[src/rtl/key_buffer.sv]
// Keyboard receive FIFO: one ASCII byte per key-press edge, popped by CPU reads at Key_base.
// Define KEY_BUFFER_IRQ_EN to include the interrupt FSM; otherwise interrupt_vector is tied to 0.
module key_buffer #(
    parameter int unsigned DEPTH = 16
) (
    input  logic                     clk,
    input  logic                     reset,
    input  logic                     key_pressed,
    input  logic [7:0]               ascii_code,
    input  logic                     bus_read_enable,
    input  logic                     key_selected,
    input  logic                     interrupt_ack,
    output logic [63:0]              bus_read_data,
    output logic [3:0]               interrupt_vector,
    output logic [$clog2(DEPTH):0]   count,
    output logic                     overflow
);

    localparam int unsigned PW = $clog2(DEPTH);
    localparam int unsigned CW = PW + 1;

    logic            key_pressed_q, key_pressed_d;
    logic [PW-1:0]   wptr_q, wptr_d;
    logic [PW-1:0]   rptr_q, rptr_d;
    logic [CW-1:0]   count_q, count_d;
    logic            overflow_q, overflow_d;
    logic [63:0]     rd_data_q, rd_data_d;
    logic [7:0]      mem_q [DEPTH];

    logic push_c, pop_c, empty_c, full_c, wr_en_c, rd_en_c;

    assign push_c  = key_pressed & ~key_pressed_q & (ascii_code != 8'd0);
    assign pop_c   = bus_read_enable & key_selected;
    assign empty_c = (count_q == '0);
    assign full_c  = (count_q == CW'(DEPTH));
    // A pop in the same cycle frees the slot, so a push into a full FIFO still lands.
    assign wr_en_c = push_c & (~full_c | pop_c);
    assign rd_en_c = pop_c & ~empty_c;

    always_comb begin
        key_pressed_d = key_pressed;
        wptr_d        = wptr_q;
        rptr_d        = rptr_q;
        count_d       = count_q;
        overflow_d    = overflow_q;
        rd_data_d     = rd_data_q;

        if (wr_en_c) wptr_d = wptr_q + PW'(1);
        if (rd_en_c) rptr_d = rptr_q + PW'(1);

        if (wr_en_c && !rd_en_c)      count_d = count_q + CW'(1);
        else if (rd_en_c && !wr_en_c) count_d = count_q - CW'(1);

        if (pop_c) begin
            overflow_d = 1'b0;
            rd_data_d  = {54'd0, overflow_q, rd_en_c, (rd_en_c ? mem_q[rptr_q] : 8'd0)};
        end
        if (push_c && full_c && !pop_c) overflow_d = 1'b1;
    end

    always_ff @(posedge clk or posedge reset) begin
        if (reset) begin
            key_pressed_q <= 1'b0;
            wptr_q        <= '0;
            rptr_q        <= '0;
            count_q       <= '0;
            overflow_q    <= 1'b0;
            rd_data_q     <= 64'd0;
        end else begin
            key_pressed_q <= key_pressed_d;
            wptr_q        <= wptr_d;
            rptr_q        <= rptr_d;
            count_q       <= count_d;
            overflow_q    <= overflow_d;
            rd_data_q     <= rd_data_d;
        end
    end

    // Storage needs no reset: pointers and count define which entries are live.
    always_ff @(posedge clk) begin
        if (wr_en_c) mem_q[wptr_q] <= ascii_code;
    end

    assign bus_read_data = rd_data_q;
    assign count         = count_q;
    assign overflow      = overflow_q;

`ifdef KEY_BUFFER_IRQ_EN
    typedef enum logic [1:0] {
        S_IDLE     = 2'd0,
        S_PEND     = 2'd1,
        S_SERVICED = 2'd2
    } irq_state_e;

    irq_state_e  state_q, state_d;
    logic [3:0]  vec_q, vec_d;

    // SERVICED masks new pushes until the handler has drained the FIFO.
    always_comb begin
        state_d = state_q;
        vec_d   = 4'd0;
        case (state_q)
            S_IDLE: begin
                if (!empty_c) begin
                    state_d = S_PEND;
                    vec_d   = 4'd1;
                end
            end
            S_PEND: begin
                if (interrupt_ack) begin
                    state_d = S_SERVICED;
                end else begin
                    vec_d   = 4'd1;
                end
            end
            S_SERVICED: begin
                if (empty_c) state_d = S_IDLE;
            end
            default: state_d = S_IDLE;
        endcase
    end

    always_ff @(posedge clk or posedge reset) begin
        if (reset) begin
            state_q <= S_IDLE;
            vec_q   <= 4'd0;
        end else begin
            state_q <= state_d;
            vec_q   <= vec_d;
        end
    end

    assign interrupt_vector = vec_q;
`else
    logic irq_unused_c;
    assign irq_unused_c     = interrupt_ack;
    assign interrupt_vector = 4'd0;
`endif

endmodule

[config.mk]
export PLATFORM = sky130hd
export DESIGN_NAME = key_buffer
export DESIGN_NICKNAME = d
export VERILOG_FILES = /design/src/rtl/key_buffer.sv
export SDC_FILE = /design/constraint.sdc
export NUM_CORES = 1
export LEC_CHECK = 0
export BUFFER_PORTS_ARGS = -buffer_cell sky130_fd_sc_hd__clkbuf_2
export CAP_MARGIN = 20
export CORE_MARGIN = 1.5
export CORE_UTILIZATION = 41
export DETAILED_ROUTE_END_ITERATION = 10
export PLACE_DENSITY_LB_ADDON = 0.12
export SYNTH_ARGS = -nofsm -noshare
export SYNTH_HDL_FRONTEND = slang
export SYNTH_SLANG_ARGS = --single-unit
[constraint.sdc]
create_clock -name clk -period 2.48 [get_ports clk]
set_input_delay 0.248 -clock clk [delete_from_list [all_inputs] [get_ports clk]]
set_output_delay 0.248 -clock clk [all_outputs]
set_load 0.02 [all_outputs]
Word level (Yosys, flattened, before mapping)
Memory sizes are Yosys's and may differ from the RTL's.
Index checks and enable logic that the tools add are counted.
Widths: inputs -> output; s select.
{"block": "word_totals", "regBits": 25, "ram_bits": 128, "in_bits": 14, "out_inout_bits": 74, "n_memories": 1}
{"block": "classes", "add_sub_neg": 4, "n_eq_ne": 1, "n_mux": 7, "n_bitwise": 9, "n_reduce_logical": 11}
{"name": "mem_q", "depth": 16, "width": 8, "rd": 1, "rd_clocked_by_memory_dff": 0, "write_ports": 1, "line_no": "28", "source": "logic [7:0] mem_q [DEPTH];"}
{"operator": "$mux 5", "count": 2}
{"operator": "$add 4x1->4 const B", "count": 2}
{"operator": "$mux 8", "count": 1}
{"operator": "$reduce_bool 8->1", "count": 1}
{"operator": "$add 5x1->5 const B", "count": 1}
{"operator": "$and 1x1->1", "count": 5}
{"operator": "$eq 5x5->1 const B", "count": 1}
{"operator": "$logic_not 5->1", "count": 1}
{"operator": "$sub 5x1->5 const B", "count": 1}
{"operator": "$logic_and 1x1->1", "count": 4}
{"operator": "$mux 1", "count": 4}
{"operator": "$reduce_bool 2->1", "count": 2}
{"operator": "$logic_not 1->1", "count": 3}
{"operator": "$not 1->1", "count": 3}
{"operator": "$or 1x1->1", "count": 1}

Logic depth before layout (Yosys ltp)
Gate-level depths: netlist (run 1).
{"block": "depth", "word_depth": 8, "ltp_mapped": 11}

Least setup slack after synthesis (run 1)
OpenSTA, ideal clock, no wires.
{"block": "synth_path", "path_kind": "register -> register", "start": "register count_q[0], in the netlist count[0]", "end": "register count_q[4], in the netlist count[4]", "arrival_ns": 2.619, "t_required_ns": 2.399, "path_slack_ns": -0.220, "stages_incl_launch_ff": 12, "period_less_slack_ns": 2.700, "cell_sequence": "dfrtp_1 nor4_4 nand3_2 and2_4 buf_6 ha_1 inv_1 ha_1 a21o_1 a21oi_1 mux2i_1 xnor2_1"}
{"block": "synth_between", "elab_chain_cells": 7}
{"element": "from (decl)", "line_no": "25", "source": "logic [CW-1:0] count_q, count_d;"}
{"element": "from (signal assigned)", "line_no": "73", "source": "count_q <= count_d;"}
{"element": "$eq 5x5->1 *", "line_no": "35", "source": "assign full_c = (count_q == CW'(DEPTH));"}
{"element": "$not 1->1 *", "line_no": "37", "source": "assign wr_en_c = push_c & (~full_c | pop_c);"}
{"element": "$or 1x1->1 *", "line_no": "37"}
{"element": "$and 1x1->1 *", "line_no": "37"}
{"element": "named net wr_en_c", "line_no": "30", "source": "logic push_c, pop_c, empty_c, full_c, wr_en_c, rd_en_c;"}
{"element": "$logic_not 1->1", "line_no": "52", "source": "else if (rd_en_c && !wr_en_c) count_d = count_q - CW'(1);"}
{"element": "$logic_and 1x1->1", "line_no": "52"}
{"element": "$reduce_bool 2->1 (no source line)"}
Mark *: on every way through the listed nets, which the timed path passes. The rest lies on a longest branch. The select of a mux whose other input is x is not followed.
A chain may end at the register's enable or synchronous reset.

Worst setup path in the final report (run 1)
{"block": "layout_path", "start": "register count_q[0], in the netlist count[0]", "end": "register count_q[4], in the netlist count[4]"}
{"block": "layout_between", "elab_chain_cells": 7}
{"element": "branches (longest 7 deep; another with $sub 5x1->5)"}
Several ways; the timed one is not identified. The select of a mux whose other input is x is not followed.

==> results.sh, run 1 <==
export IMPL_wl_microns=12600
export IMPL_clk_pin_slew_worst_paths_ns=0.06
export IMPL_rsz0062_at_grt="yes"
export IMPL_synth_edf_count=128
export IMPL_viasPerCell=4.80
export IMPL_synthDistinctLibCells=37
export IMPL_grt_overflow_total=0
export IMPL_skew_ns=0.00941
export IMPL_slowest_delay_ns=0.43
export IMPL_relSlewSlack=0.654
export IMPL_fin_cells=681
export IMPL_synth_common_cells="edfxtp_1 (128), buf_4 (58), mux4_2 (31)"
export IMPL_first_pass_iters=4
export IMPL_clkLatencyLatePin_ns=0.42
export IMPL_critical_path_required_ns=2.82
export IMPL_antenna_diode_count=0
export IMPL_drive_gt1_frac=0.325
export IMPL_drc=0
export IMPL_netlist_instances=378
export IMPL_grt_pass1_wl_microns=19000
export IMPL_synth_warnings=0
export IMPL_ys_ff_latch=153
export IMPL_htreeDepth=4
export IMPL_finalHoldViolCount=0
export IMPL_rows=46
export IMPL_yosysMostFrequentCell="edfxtp_1"
export IMPL_drv_cap=0
export IMPL_post_drt_wl_per_cell_microns=18.5
export IMPL_final_nets=476
export IMPL_cp_arrival_ns=2.76
export IMPL_grt_max_degree=36
export IMPL_outcome="completed"
export IMPL_leakagePower_nw=2.91
export IMPL_yosysTopAreaCell="edfxtp_1"
export IMPL_antenna_found_initial=0
export IMPL_dp_hpwl_microns=8140
export IMPL_setup_viol=0
export IMPL_synth_top_cell_area_share=0.582
export IMPL_dieHeight_microns=130
export IMPL_crit_chain="nor4_4, buf_4, nand3_2, and2_4, ha_4, inv_6, ha_4, a21o_1, a21oi_2, mux2i_1, xnor2_1"
export IMPL_critPathTopFamily="simple AND/OR/NAND/NOR gates"
export IMPL_start_kind="flip-flop"
export IMPL_numCtsBuffers=17
export IMPL_cts_root_buffer="clkbuf_16"
export IMPL_die_w_microns=130
export IMPL_synth_top_flop_cell="edfxtp_1"
export IMPL_ctsLongestPathBuffers=2
export IMPL_cts_tree="done"
export IMPL_synth_area_leaders="edfxtp_1 (58%), mux4_2 (11%), dfrtp_1 (9.5%)"
export IMPL_drtIter0Drc=145
export IMPL_place_gp_congestion=0.710
export IMPL_io_pin_count=88
export IMPL_critPathKind="flip-flop to flip-flop"
export IMPL_port_buffers=28
export IMPL_dieArea_sq_um=16900
export IMPL_crit_path_top_delay_cell="dfrtp_2"
export IMPL_area_delta_synth_final_pct=16.8
export IMPL_track_usage=0.162
export IMPL_core_area_sq_um=15800
export IMPL_initial_utilization=0.417
export IMPL_finalMaxSlewViolations=0
export IMPL_hp_class="input pin to flip-flop"
export IMPL_clock_sinks=153
export IMPL_synthArstFlopShare=0.163
export IMPL_worst_path_max_fanout=5
export IMPL_critPathBufInv=2
export IMPL_peakVddDrop_mv=0.483
export IMPL_ys_seq_area_frac=0.677
export IMPL_grt_pass1_vias=3153
export IMPL_min_period_over_period=0.973
export IMPL_dpl_cell_count=643
export IMPL_crit_path_frequent_cell="ha_4"
export IMPL_min_period_ns=2.41
export IMPL_worst_pin_slew_ns=0.518
export IMPL_ant_nets=0
export IMPL_avgSynthCellArea_sq_um=17.5
export IMPL_p_per_area_nw_per_um2=1100
export IMPL_tns_ns=0
export IMPL_crit_path_end_kind="flip-flop"
export IMPL_vias=3270
export IMPL_max_freq_mhz=414
export IMPL_syn_area_sq_um=6610
flip-flops by register name (all words and copies together), names as in the netlist:
name,cells
mem_q,128
bus_read_data,10
count,5
rptr_q,4
wptr_q,4
key_pressed_q,1
overflow,1
power by group:
part           switching (mW)  internal (mW)
clock network            1.01           1.73
logic                    1.32           1.15
registers               0.214           3.09
final cells by class:
class / count / area (sq um)
Clock buffer: 20 / 457
Clock inverter: 12 / 173
Fill cell: 1343 / 8110
Inverter: 6 / 27.5
Multi-Input combinational cell: 203 / 1830
Sequential cell: 153 / 4480
Tap cell: 216 / 270
Timing Repair Buffer: 71 / 480
cell usage in the layout, fill, tap and decap left out, drive strengths merged, types with 2 or more instances in the layout:
cell,instances
nor4,3
nand2,17
xor2,2
a21o,2
dlygate4sd3,2
dfrtp,25
and3,10
clkinvlp,2
nand2b,3
mux2,4
conb,58
inv,7
a21oi,5
o21ai,4
clkinv,5
bufinv,4
nand3,4
ha,9
nor2,4
mux2i,17
edfxtp,128
o221ai,8
clkbuf,48
buf,41
xnor2,8
and4,3
nor2b,5
mux4,31
path summary, 6_finish.rpt:
check / cells after the start / end / slack [ns] / start
min in group asynchronous: 4 / key_pressed_q / 0.42 / reset
hold reg to reg: 2 / bus_read_data[0] / 0.49 / bus_read_data[0]
setup / recovery: 11 / count[4] / 0.07 / count[0]
hold / removal: 2 / overflow / 0.01 / key_selected
setup reg to reg: 11 / count[4] / 0.07 / count[0]
max in group asynchronous: 4 / count[0] / 1.76 / reset
cell families (layout without fill, tap and decap cells):
| group | Yosys count | count (layout) | synth area share |
|---|---|---|---|
| AO/OA/AOI/OAI | 21 | 21 | 0.0222 |
| XOR/XNOR | 10 | 10 | 0.0133 |
| adder cells (fa/ha/maj) | 10 | 10 | 0.0201 |
| buffers and inverters | 79 | 109 | 0.0843 |
| flip-flops | 153 | 153 | 0.677 |
| multiplexers | 52 | 52 | 0.138 |
| other | 1 | 58 | 0.000568 |
| AND/OR/NAND/NOR | 52 | 52 | 0.0449 |
worst reg2reg max path: stages, from the launching register on:
cell and delay (ns):
dfrtp_2 0.43, nor4_4 0.37, buf_4 0.18, nand3_2 0.07, and2_4 0.19, ha_4 0.17
inv_6 0.07, ha_4 0.21, a21o_1 0.16, a21oi_2 0.14, mux2i_1 0.22, xnor2_1 0.14
layer usage:
layer	routed length, microns	track usage	part of all wire
met3	484	0.0357	0.038
met5	0	0	0
met4	203	0.0686	0.016
met1	5840	0.221	0.46
met2	6060	0.255	0.48
per-stage QoR:
stage          setup slack, ns  cell area [sq um]  utilization  hold WS, ns  power, mW
6_report                0.0662               7710        0.487      0.00962       8.51
5_1_grt                -0.0280               7710        0.487       0.0294       8.93
4_1_cts                0.00275               7680        0.485    0.0000531       8.57
3_5_place_dp           0.00236               7020        0.444        0.336       5.83
3_3_place_gp            0.0534               7020        0.444        0.326       5.80
2_1_floorplan           0.0346               6860            -        0.275       5.18
timing repair:
item	CTS	global route
setup buffers	0	4
pin swaps	0	7
resized for setup	1	4
setup endpoints to repair	1	2
hold endpoints to repair	26	0
hold buffers	2	0
No activity file was read; power rests on OpenSTA's default activity.
==> run 2, diff against run 1 <==
--- a/config.mk
+++ b/config.mk
@@ -7,7 +7,7 @@
 export LEC_CHECK = 0
 export BUFFER_PORTS_ARGS = -buffer_cell sky130_fd_sc_hd__clkbuf_2
 export CAP_MARGIN = 20
-export CORE_MARGIN = 1.5
+export CORE_MARGIN = 2
 export CORE_UTILIZATION = 41
 export DETAILED_ROUTE_END_ITERATION = 10
 export PLACE_DENSITY_LB_ADDON = 0.12
==> results.sh, run 2 (same netlist as run 1, synthesis figures left out) <==
export IMPL_viasPerCell=4.81
export IMPL_drv_cap=0
export IMPL_ctsLongestPathBuffers=2
export IMPL_die_w_microns=131
export IMPL_worst_pin_slew_ns=0.528
export IMPL_grt_pass1_vias=3184
export IMPL_stdcell_area_sq_um=7680
export IMPL_initial_utilization=0.417
export IMPL_antenna_diode_count=0
export IMPL_dieHeight_microns=131
export IMPL_largest_reg_flops=128
export IMPL_clock_sinks=153
export IMPL_htreeDepth=4
export IMPL_relSlewSlack=0.648
export IMPL_area_delta_synth_final_pct=16.3
export IMPL_vias=3250
export IMPL_crit_end="count[4]"
export IMPL_multi_input_comb_area_sq_um=1830
export IMPL_start_kind="flip-flop"
export IMPL_worstSetupStartpoint="count[2]"
export IMPL_antenna_found_initial=0
export IMPL_drtIter0Drc=220
export IMPL_min_period_ns=2.42
export IMPL_rows=46
export IMPL_n_fill_cell=1367
export IMPL_critPathKind="flip-flop to flip-flop"
export IMPL_final_common_cell="edfxtp_1"
export IMPL_hold_ws_ns=0.0226
export IMPL_finalHoldViolCount=0
export IMPL_core_area_sq_um=15800
export IMPL_regToRegSetupSlack_ns=0.06
export IMPL_max_freq_mhz=414
export IMPL_peakVddDrop_mv=0.800
export IMPL_final_seq_area_sq_um=4480
export IMPL_dieArea_sq_um=17100
export IMPL_r2r_start="count[2]"
export IMPL_tns_ns=0
export IMPL_r2r_end="count[4]"
export IMPL_first_pass_iters=4
export IMPL_outcome="completed"
export IMPL_grt_max_degree=36
export IMPL_finalMaxSlewViolations=0
export IMPL_grt_pass1_wl_microns=19100
export IMPL_dp_hpwl_microns=8020
export IMPL_port_buffers=28
export IMPL_final_cell_mix="edfxtp_1 (128), conb_1 (58), buf_4 (32)"
export IMPL_worst_path_max_fanout=5
export IMPL_drc=0
export IMPL_io_pin_count=88
export IMPL_cts_root_buffer="clkbuf_16"
export IMPL_min_period_over_period=0.974
export IMPL_skew_ns=0.0111
export IMPL_reg2reg_depth=10
export IMPL_dpl_instance_area_sq_um=7000
export IMPL_cts_tree="done"
export IMPL_leakagePower_nw=2.88
export IMPL_regMostFlops="mem_q"
export IMPL_drive_gt1_frac=0.309
export IMPL_p_per_area_nw_per_um2=1100
export IMPL_setup_viol=0
export IMPL_hp_class="input pin to flip-flop"
export IMPL_clk_pin_slew_worst_paths_ns=0.06
export IMPL_post_drt_wl_per_cell_microns=18.9
export IMPL_final_nets=470
export IMPL_wl_microns=12800
export IMPL_critical_path_required_ns=2.81
export IMPL_track_usage=0.162
export IMPL_cp_arrival_ns=2.74
export IMPL_numCtsBuffers=17
export IMPL_clkLatencyLatePin_ns=0.42
export IMPL_place_gp_congestion=0.734
export IMPL_crit_path_end_kind="flip-flop"
export IMPL_grt_overflow_total=0
export IMPL_ant_nets=0
==> run 2: changes by cell type in the layout (fill, tap and decap cells not counted), sizes merged <==
| cell | change |
|---|---|
| buf | -7 |
| bufinv | +1 |
| clkbuf | -3 |
| clkinv | +3 |
| dlygate4sd3 | +1 |
| inv | -1 |
==> run 2: through the flow <==
stage	total power [mW]	std cells	setup slack, ns	util
3_5_place_dp	5.80	638	0.0465	0.442
2_1_floorplan	5.18	435	0.0346	-
6_report	8.48	675	0.0641	0.485
5_1_grt	8.91	675	-0.00288	0.485
3_3_place_gp	5.79	638	0.0527	0.442
4_1_cts	8.58	673	0.0196	0.484
==> run 2: what timing repair did <==
action	4_1_cts	5_1_grt
hold buffers	3	0
endpoints found under the setup margin	0	1
gates resized for setup	0	2
hold endpoints to repair	27	0
setup buffers	0	2
==> run 2: critical path, stage by stage, from the launching register on <==
cell	delay, ns
dfrtp_2	0.42
nor4_4	0.40
a21oi_2	0.12
inv_2	0.10
ha_4	0.14
inv_4	0.05
fa_1	0.40
a21o_1	0.19
a21oi_2	0.14
mux2i_1	0.22
xnor2_1	0.14
==> run 2: report_power, final <==
part	internal (mW)	leakage [nW]	switching [mW]
clock	1.77	0.307	0.973
combinational	1.12	1.12	1.28
sequential	3.09	1.45	0.248
==> run 2: layout make-up <==
type | instances | area share
sequential | 153 | 0.583
multi-input combinational | 203 | 0.238
timing repair buffer | 65 | 0.0587
clock buffer | 17 | 0.0554
tap | 216 | 0.0352
clock inverter | 15 | 0.0269
inverter | 6 | 0.00326
==> run 2: layer usage <==
layer / global-route usage / wire length, microns / vias up
li1: - / - / 1475
met4: 0.0563 / 119 / 0
met1: 0.229 / 6060 / 1659
met5: 0 / 0 / -
met2: 0.248 / 6000 / 108
met3: 0.0366 / 587 / 8
==> run 2: worst min path at each step <==
stage | start | slack [ns] | cells after the start | endpoint
after CTS | bus_read_enable | 0.003 | 2 | overflow
final | bus_read_enable | 0.02 | 2 | overflow
after detailed placement | reset | 0.34 | 3 | bus_read_data[7]
after floorplan | reset | 0.28 | 1 | bus_read_data[0]
after global routing | bus_read_enable | 0.02 | 2 | overflow
after global placement | reset | 0.33 | 3 | bus_read_data[7]
==> run 3, diff against run 2 <==
--- a/config.mk
+++ b/config.mk
@@ -6,7 +6,7 @@
 export NUM_CORES = 1
 export LEC_CHECK = 0
 export BUFFER_PORTS_ARGS = -buffer_cell sky130_fd_sc_hd__clkbuf_2
-export CAP_MARGIN = 20
+export CAP_MARGIN = 0
 export CORE_MARGIN = 2
 export CORE_UTILIZATION = 41
 export DETAILED_ROUTE_END_ITERATION = 10
==> constraint.sdc (replaced) <==
create_clock -name clk -period 3.05 [get_ports clk]
set_input_delay 0.61 -clock clk [delete_from_list [all_inputs] [get_ports clk]]
set_output_delay 0.61 -clock clk [all_outputs]
set_load 0.02 [all_outputs]
==> results.sh, run 3 (same netlist as run 1, synthesis figures left out) <==
export IMPL_outcome="completed"
export IMPL_grt_overflow_total=0
export IMPL_antenna_diode_count=0
export IMPL_setup_viol=0
export IMPL_critical_path_required_ns=3.39
export IMPL_largest_reg_flops=128
export IMPL_hold_ws_ns=0.253
export IMPL_final_common_cell="edfxtp_1"
export IMPL_regMostFlops="mem_q"
export IMPL_wl_microns=13100
export IMPL_io_pin_count=88
export IMPL_critPathBufInv=3
export IMPL_track_usage=0.169
export IMPL_dpl_instance_area_sq_um=6890
export IMPL_port_buffers=28
export IMPL_numCtsBuffers=17
export IMPL_ant_nets=0
export IMPL_skew_ns=0.00736
export IMPL_hp_class="input pin to async pin"
export IMPL_first_pass_iters=4
export IMPL_p_per_area_nw_per_um2=918
export IMPL_clk_pin_slew_worst_paths_ns=0.06
export IMPL_final_nets=457
export IMPL_vias=3198
export IMPL_drv_cap=0
export IMPL_worst_pin_slew_ns=1.00
export IMPL_area_delta_synth_final_pct=14.2
export IMPL_cts_tree="done"
export IMPL_crit_chain="nor4_4, a21oi_2, inv_1, ha_1, inv_1, buf_4, fa_1, a21o_1, a21oi_1, mux2i_1, xnor2_1"
export IMPL_leakagePower_nw=2.82
export IMPL_drc=0
export IMPL_htreeDepth=4
export IMPL_clkLatencyLatePin_ns=0.42
export IMPL_rows=46
export IMPL_grt_pass1_vias=3180
export IMPL_cp_arrival_ns=3.05
export IMPL_grt_pass1_wl_microns=19900
export IMPL_final_core_util=0.477
export IMPL_post_place_ws_ns=-0.0282
export IMPL_antenna_found_initial=0
export IMPL_dieArea_sq_um=17100
export IMPL_die_w_microns=131
export IMPL_critPathTopFamily="adder cells"
export IMPL_finalHoldViolCount=0
export IMPL_critPathKind="flip-flop to flip-flop"
export IMPL_slowest_delay_ns=0.48
export IMPL_start_kind="flip-flop"
export IMPL_post_cts_resized=0
export IMPL_drive_gt1_frac=0.271
export IMPL_layout_setup_ws_ns=0.336
export IMPL_worst_path_max_fanout=5
export IMPL_core_area_sq_um=15800
export IMPL_crit_path_top_delay_cell="dfrtp_1"
export IMPL_min_period_over_period=0.890
export IMPL_ctsLongestPathBuffers=2
export IMPL_crit_path_end_kind="flip-flop"
export IMPL_drtIter0Drc=253
export IMPL_grt_max_degree=18
export IMPL_holdBufCountCts=0
export IMPL_relSlewSlack=0.329
export IMPL_stdcell_area_sq_um=7550
export IMPL_rsz0062_at_grt="no"
export IMPL_place_gp_congestion=0.723
export IMPL_final_cell_mix="edfxtp_1 (128), conb_1 (58), mux4_2 (31)"
export IMPL_finalMaxSlewViolations=0
export IMPL_tns_ns=0
export IMPL_dp_hpwl_microns=8600
export IMPL_postCtsSetupBuffers=0
export IMPL_crit_path_frequent_cell="inv_1"
export IMPL_clock_sinks=153
export IMPL_dieHeight_microns=131
export IMPL_viasPerCell=4.83
export IMPL_cts_root_buffer="clkbuf_16"
export IMPL_peakVddDrop_mv=0.382
export IMPL_max_freq_mhz=368
export IMPL_min_period_ns=2.71
export IMPL_n_fill_cell=1350
export IMPL_post_drt_wl_per_cell_microns=19.8
export IMPL_initial_utilization=0.417
## run 3: cell types whose count changed in the layout (fill, tap and decap cells not counted), moves of 2 or more
cell,before,now
dlygate4sd3_1,3,0
ha_4,2,0
inv_1,4,6
ha_1,7,9
buf_4,32,23
a21oi_1,2,4
clkbuf_1,0,2
dfrtp_1,20,24
dfrtp_2,5,1
clkinv_2,5,3
a21oi_2,3,1
## run 3: metrics by stage
step | power, mW | instances
3_5_place_dp | 4.68 | 630
5_1_grt | 7.29 | 662
2_1_floorplan | 4.18 | 435
6_report | 6.93 | 662
4_1_cts | 7.02 | 662
3_3_place_gp | 4.64 | 630
## run 3: layout make-up
type	instances	area, sq um	share of cell area
Inverter	6	22.5	0.00298
Clock inverter	13	224	0.0297
Tap cell	216	270	0.0358
Multi-Input combinational cell	203	1790	0.238
Timing Repair Buffer	52	333	0.0441
Sequential cell	153	4470	0.592
Clock buffer	19	433	0.0574
## run 3: where the power goes
group | switching (mW) | internal [mW] | total, mW
clock | 0.809 | 1.53 | 2.34
sequential | 0.273 | 2.50 | 2.78
combinational | 0.957 | 0.856 | 1.81
total | 2.04 | 4.89 | 6.93
## run 3: path summary, 6_finish.rpt
path / start / to / slack, ns / cells past startpoint
max: count[0] / count[4] / 0.34 / 11
min: reset / count[3] / 0.25 / 2
max reg2reg: count[0] / count[4] / 0.34 / 11
min reg2reg: bus_read_data[8] / bus_read_data[8] / 0.48 / 2
max in group asynchronous: reset / rptr_q[2] / 2.16 / 3
min in group clk: key_pressed / key_pressed_q / 0.34 / 1
## run 3: routing by layer
layer,share of wire,up-vias,global-route usage
li1,-,1448,-
met1,0.46,1633,0.233
met2,0.48,110,0.269
met3,0.052,7,0.0395
met4,0.0071,0,0.0563
met5,0,-,0
